==> config.mk <==
export PLATFORM = sky130hd
export DESIGN_NAME = audio_pkt_fifo_ctrl
export DESIGN_NICKNAME = d
export VERILOG_FILES = /design/src/rtl/audio_pkt_fifo_ctrl.sv
export SDC_FILE = /design/constraint.sdc
export NUM_CORES = 1
export LEC_CHECK = 0
export BUFFER_PORTS_ARGS = -buffer_cell sky130_fd_sc_hd__buf_2
export CAP_MARGIN = 20
export CORE_UTILIZATION = 48
export DETAILED_ROUTE_END_ITERATION = 6
export HOLD_SLACK_MARGIN = 0.1
export PLACE_DENSITY = 0.83
export SLEW_MARGIN = 15
export SYNTH_ARGS = -nofsm -noshare
export SYNTH_HDL_FRONTEND = slang
export SYNTH_SLANG_ARGS = --single-unit
==> constraint.sdc <==
create_clock -name clk -period 6.18 [get_ports clk]
set_input_delay 0.309 -clock clk [delete_from_list [all_inputs] [get_ports clk]]
set_output_delay 0.309 -clock clk [all_outputs]
set_load 0.005 [all_outputs]
==> src/rtl/audio_pkt_fifo_ctrl.sv <==
// Single-clock FIFO controller around an external SDPRAM: pointer/level bookkeeping on the write
// side, and a burst read FSM that streams PKT_LEN words framed by sop/eop once enough are buffered.
module audio_pkt_fifo_ctrl #(
    parameter int ADDR_WIDTH = 10,
    parameter int DATA_WIDTH = 16,
    parameter int OUT_REG    = 0,
    parameter int PKT_LEN    = 256,
    parameter int AFULL_TH   = 960
) (
    input  logic                  clk,
    input  logic                  rst_n,
    input  logic                  din_vld,
    input  logic [DATA_WIDTH-1:0] din,
    output logic                  full,
    output logic                  afull,
    output logic                  ovf,
    output logic [ADDR_WIDTH:0]   level,
    output logic                  ram_wr_en,
    output logic [ADDR_WIDTH-1:0] ram_wr_addr,
    output logic [DATA_WIDTH-1:0] ram_wr_data,
    output logic [ADDR_WIDTH-1:0] ram_rd_addr,
    input  logic [DATA_WIDTH-1:0] ram_rd_data,
    output logic                  pkt_rdy,
    input  logic                  pkt_req,
    output logic                  busy,
    output logic                  dout_vld,
    output logic [DATA_WIDTH-1:0] dout,
    output logic                  dout_sop,
    output logic                  dout_eop
);

    localparam int STAGES = OUT_REG;
    localparam logic [ADDR_WIDTH:0]   DEPTH_L  = (ADDR_WIDTH+1)'(1 << ADDR_WIDTH);
    localparam logic [ADDR_WIDTH:0]   AFULL_L  = (ADDR_WIDTH+1)'(AFULL_TH);
    localparam logic [ADDR_WIDTH:0]   PKT_L    = (ADDR_WIDTH+1)'(PKT_LEN);
    localparam logic [ADDR_WIDTH-1:0] LAST_CNT = ADDR_WIDTH'(PKT_LEN - 1);
    // Tags still in flight that have not yet reached the output stage.
    localparam logic [STAGES:0]       PEND_MASK = (STAGES+1)'((1 << STAGES) - 1);

    typedef enum logic [1:0] {IDLE, READ, DRAIN} state_t;

    state_t                state, state_nxt;
    logic [ADDR_WIDTH:0]   wr_ptr, rd_ptr;
    logic [ADDR_WIDTH:0]   wr_ptr_nxt, rd_ptr_nxt, level_nxt;
    logic [ADDR_WIDTH-1:0] cnt, cnt_nxt;
    logic                  wr_acc, issue, pend, cap;
    logic [STAGES:0]       vld_pipe, sop_pipe, eop_pipe;

    assign level       = wr_ptr - rd_ptr;
    assign full        = (level == DEPTH_L);
    assign afull       = (level >= AFULL_L);

    assign wr_acc      = din_vld & ~full;
    assign ram_wr_en   = wr_acc;
    assign ram_wr_addr = wr_ptr[ADDR_WIDTH-1:0];
    assign ram_wr_data = din;
    assign ram_rd_addr = rd_ptr[ADDR_WIDTH-1:0];

    assign issue       = (state == READ);
    assign wr_ptr_nxt  = wr_ptr + {{ADDR_WIDTH{1'b0}}, wr_acc};
    assign rd_ptr_nxt  = rd_ptr + {{ADDR_WIDTH{1'b0}}, issue};
    assign level_nxt   = wr_ptr_nxt - rd_ptr_nxt;

    assign pend        = |(vld_pipe & PEND_MASK);
    // Async RAM data is valid in the issue cycle; a registered RAM delivers it one cycle later.
    assign cap         = (OUT_REG == 0) ? issue : pend;

    assign dout_vld    = vld_pipe[STAGES];
    assign dout_sop    = sop_pipe[STAGES];
    assign dout_eop    = eop_pipe[STAGES];

    always_comb begin
        state_nxt = state;
        cnt_nxt   = cnt;
        case (state)
            IDLE: begin
                if (pkt_req && pkt_rdy) begin
                    state_nxt = READ;
                    cnt_nxt   = '0;
                end
            end
            READ: begin
                cnt_nxt = cnt + ADDR_WIDTH'(1);
                if (cnt == LAST_CNT) state_nxt = DRAIN;
            end
            DRAIN: begin
                if (!pend) state_nxt = IDLE;
            end
            default: state_nxt = IDLE;
        endcase
    end

    always_ff @(posedge clk or negedge rst_n) begin
        if (!rst_n) begin
            state  <= IDLE;
            cnt    <= '0;
            wr_ptr <= '0;
            rd_ptr <= '0;
            ovf    <= 1'b0;
        end else begin
            state  <= state_nxt;
            cnt    <= cnt_nxt;
            wr_ptr <= wr_ptr_nxt;
            rd_ptr <= rd_ptr_nxt;
            if (din_vld && full) ovf <= 1'b1;
        end
    end

    // Flags follow the next state so they line up exactly with state/level after each edge.
    always_ff @(posedge clk or negedge rst_n) begin
        if (!rst_n) begin
            pkt_rdy <= 1'b0;
            busy    <= 1'b0;
        end else begin
            pkt_rdy <= (state_nxt == IDLE) && (level_nxt >= PKT_L);
            busy    <= (state_nxt != IDLE);
        end
    end

    always_ff @(posedge clk or negedge rst_n) begin
        if (!rst_n) begin
            vld_pipe <= '0;
            sop_pipe <= '0;
            eop_pipe <= '0;
            dout     <= '0;
        end else begin
            vld_pipe[0] <= issue;
            sop_pipe[0] <= issue && (cnt == '0);
            eop_pipe[0] <= issue && (cnt == LAST_CNT);
            for (int i = 1; i <= STAGES; i++) begin
                vld_pipe[i] <= vld_pipe[i-1];
                sop_pipe[i] <= sop_pipe[i-1];
                eop_pipe[i] <= eop_pipe[i-1];
            end
            if (cap) dout <= ram_rd_data;
        end
    end

endmodule

==> flow_metrics.env <==
export IMPL_drt_iter0_drc=179
export IMPL_antenna_cells=0
export IMPL_fin_util_pct=55.2
export IMPL_cts_sinks=56
export IMPL_clk_pin_slew_ns=0.09
export IMPL_slew_headroom_pct=37.7
export IMPL_leakage_nw=1.90
export IMPL_via_per_inst=5.23
export IMPL_firstDrtPassIters=4
export IMPL_fmaxAchievable_ghz=0.198
export IMPL_cts_buffers_inserted=5
export IMPL_start_util_pct=50.5
export IMPL_final_cell_count_no_fill=492
export IMPL_period_share_pct=81.5
export IMPL_dpl_hpwl_mm=5.28
export IMPL_synth_ff_type="dfrtp_1"
export IMPL_crit_type="flip-flop to flip-flop"
export IMPL_drtAntennaViolNets=0
export IMPL_hold_viol_final=0
export IMPL_gr_usage_all_layers_pct=18.9
export IMPL_postSynthAreaPerCell_sq_um=9.88
export IMPL_yosys_warnings=0
export IMPL_cp_required_ns=6.35
export IMPL_ctsResizeCount=0
export IMPL_synthArstFlopShare_pct=100
export IMPL_final_area_sq_mm=0.00379
export IMPL_grt_pass1_vias=2501
export IMPL_place_ws_ns=1.21
export IMPL_setup_viol=0
export IMPL_worstPathMaxFanout=4
export IMPL_finalNetCount=459
export IMPL_routed_wl_mm=6.69
export IMPL_yosysSeqAreaShare_pct=40.4
export IMPL_cts_tree="built"
export IMPL_synth_cell_types=43
export IMPL_hold_class="input port to asynchronous set/reset pin"
export IMPL_vias=2574
export IMPL_switching_share_pct=35.4
export IMPL_portBuffers=75
export IMPL_place_area_sq_mm=0.00370
export IMPL_outcome="complete, no violations"
export IMPL_syn2layout_area_growth_pct=9.46
export IMPL_die_h_um=87.0
export IMPL_p_int_mw=0.715
export IMPL_ys_ff_latch=56
export IMPL_die_area_sq_mm=0.00757
export IMPL_fin_crit_ns=5.04
export IMPL_peakVddDrop_v=0.000176
export IMPL_grt_max_degree=57
export IMPL_hold_buffers=0
export IMPL_cp_end_kind="flip-flop"
export IMPL_cp_start_kind="flip-flop"
export IMPL_wl_per_cell_um=13.6
export IMPL_combPwrFrac_pct=41.9
export IMPL_synth_nets=414
export IMPL_layout_commonest_cell="buf_2"
export IMPL_cts_root_buf="clkbuf_8"
export IMPL_core_area_sq_mm=0.00687
export IMPL_io_pins=108
export IMPL_cellPowerDensity_mw_per_mm2=291
export IMPL_tightest_slew_ns=0.927
export IMPL_cap_violations=0
export IMPL_htree_levels=2
export IMPL_synth_edff_count=0
export IMPL_antenna_found_initial=0
export IMPL_mostFrequentLayoutCells="75 x buf_2, 56 x dfrtp_1, 29 x inv_1"
export IMPL_critical_path_arrival_ns=5.21
export IMPL_drv_slew=0
export IMPL_row_count=30
export IMPL_die_w_um=87.0
export IMPL_finClkSkew_ns=0.00389
export IMPL_grt_pass1_wl_mm=11.2
export IMPL_p_sw_mw=0.391
export IMPL_p_clk_share_pct=18.8
export IMPL_insertion_delay_ns=0.30
export IMPL_placed_cells=485
export IMPL_rsz0062_at_grt="false"
export IMPL_overflow=0
export IMPL_drive_gt1_share_pct=28.0
export IMPL_synthCells=351
export IMPL_seq_power_share_pct=39.4
export IMPL_setup_ws_ns=1.14
export IMPL_syn_cell_area_sq_mm=0.00347
export IMPL_clockBufferDepth=2
export IMPL_fin_tns_setup_ns=0
export IMPL_post_cts_buffers=0
export IMPL_drc=0
export IMPL_gp_congestion=0.849
[stage by stage]
| step | total power [mW] | hold WS (ns) |
|---|---|---|
| 2_1_floorplan | 0.783 | 0.0134 |
| 5_1_grt | 1.20 | 0.193 |
| 4_1_cts | 1.12 | 0.156 |
| 3_5_place_dp | 0.906 | 0.443 |
| 3_3_place_gp | 0.893 | 0.454 |
| 6_report | 1.11 | 0.124 |
[worst max-delay path: stages (launching register included)]
cell	delay (ns)
dfrtp_1	0.38
inv_1	0.05
ha_1	0.21
fa_1	0.39
nand2b_1	0.18
a21oi_1	0.20
nor3_1	0.11
or3_1	0.38
and4_1	0.19
and4_1	0.23
nor2b_1	0.16
ha_1	0.21
nand2_1	0.07
nor2_1	0.24
nand3_1	0.14
xnor2_1	0.22
ha_1	0.29
a21o_1	0.18
a21oi_1	0.26
and2_1	0.19
nand2_1	0.06
or4_1	0.39
nand4_1	0.10
o211ai_1	0.09
[path summary, 6_finish.rpt]
kind	from	endpoint	slack (ns)	depth (start not counted)
max	wr_ptr[0]	pkt_rdy	1.14	23
min	rst_n	dout_eop	0.12	2
max reg2reg	wr_ptr[0]	pkt_rdy	1.14	23
min reg2reg	ovf	ovf	0.47	1
max in group asynchronous	rst_n	wr_ptr[1]	5.60	2
min in group clk	din_vld	ovf	0.23	2
[routing by layer]
layer	routed length, um	vias up	GRT usage, %
met5	0	-	0
met4	80	0	4.55
met3	447	12	4.74
met2	3360	88	32.5
met1	2800	1219	23.8
li1	-	1255	-
[flip-flops by register name, summed over array words and instances, names as in the netlist]
register	cells
rd_ptr	11
cnt	10
busy	1
pkt_rdy	1
dout	16
dout_eop	1
wr_ptr	11
dout_sop	1
dout_vld	1
state	2
ovf	1
[cells by family after synthesis]
family	Yosys count	synth area share [%]
compound gates	38	7.15
xor+xnor	38	10.0
fa+ha+maj	27	9.96
buf+inv	68	11.3
flops	56	40.4
mux	16	5.20
simple gates	108	16.0
[synthesized netlist by cell type, types with 3 or more instances]
cell | n | area (sq um)
nor3_1 | 8 | 40.0
nand3_1 | 22 | 110
ha_1 | 26 | 325
xor2_1 | 16 | 140
a21oi_1 | 10 | 50.1
clkbuf_1 | 3 | 11.3
nor4_1 | 4 | 25.0
and3_1 | 4 | 25.0
or3_1 | 4 | 25.0
nand2_1 | 17 | 63.8
nor2b_1 | 4 | 25.0
o31ai_1 | 3 | 22.5
inv_1 | 29 | 109
dfrtp_1 | 56 | 1400
mux2_2 | 16 | 180
a21o_1 | 3 | 22.5
nand2b_1 | 4 | 25.0
nor2_1 | 23 | 86.3
buf_4 | 36 | 270
or2_2 | 5 | 31.3
xnor2_1 | 20 | 175
nand4_1 | 5 | 31.3
o21ai_0 | 8 | 40.0
[final cells by class]
class,count,area (sq um)
well taps,96,120
multi-input cells,227,1680
flip-flops and latches,56,1400
inverters,29,109
repair buffers,77,390
clock buffers,7,96.3
fillers,601,3070
[power groups by stage]
stage / combinational [mW] / sequential (mW) / clock [mW]
6_report: 0.463 / 0.435 / 0.208
5_1_grt: 0.527 / 0.440 / 0.229
4_1_cts: 0.465 / 0.435 / 0.214
3_5_place_dp: 0.464 / 0.443 / 0
3_3_place_gp: 0.453 / 0.440 / 0
2_1_floorplan: 0.349 / 0.433 / 0
No activity file was read; power rests on OpenSTA's default activity.
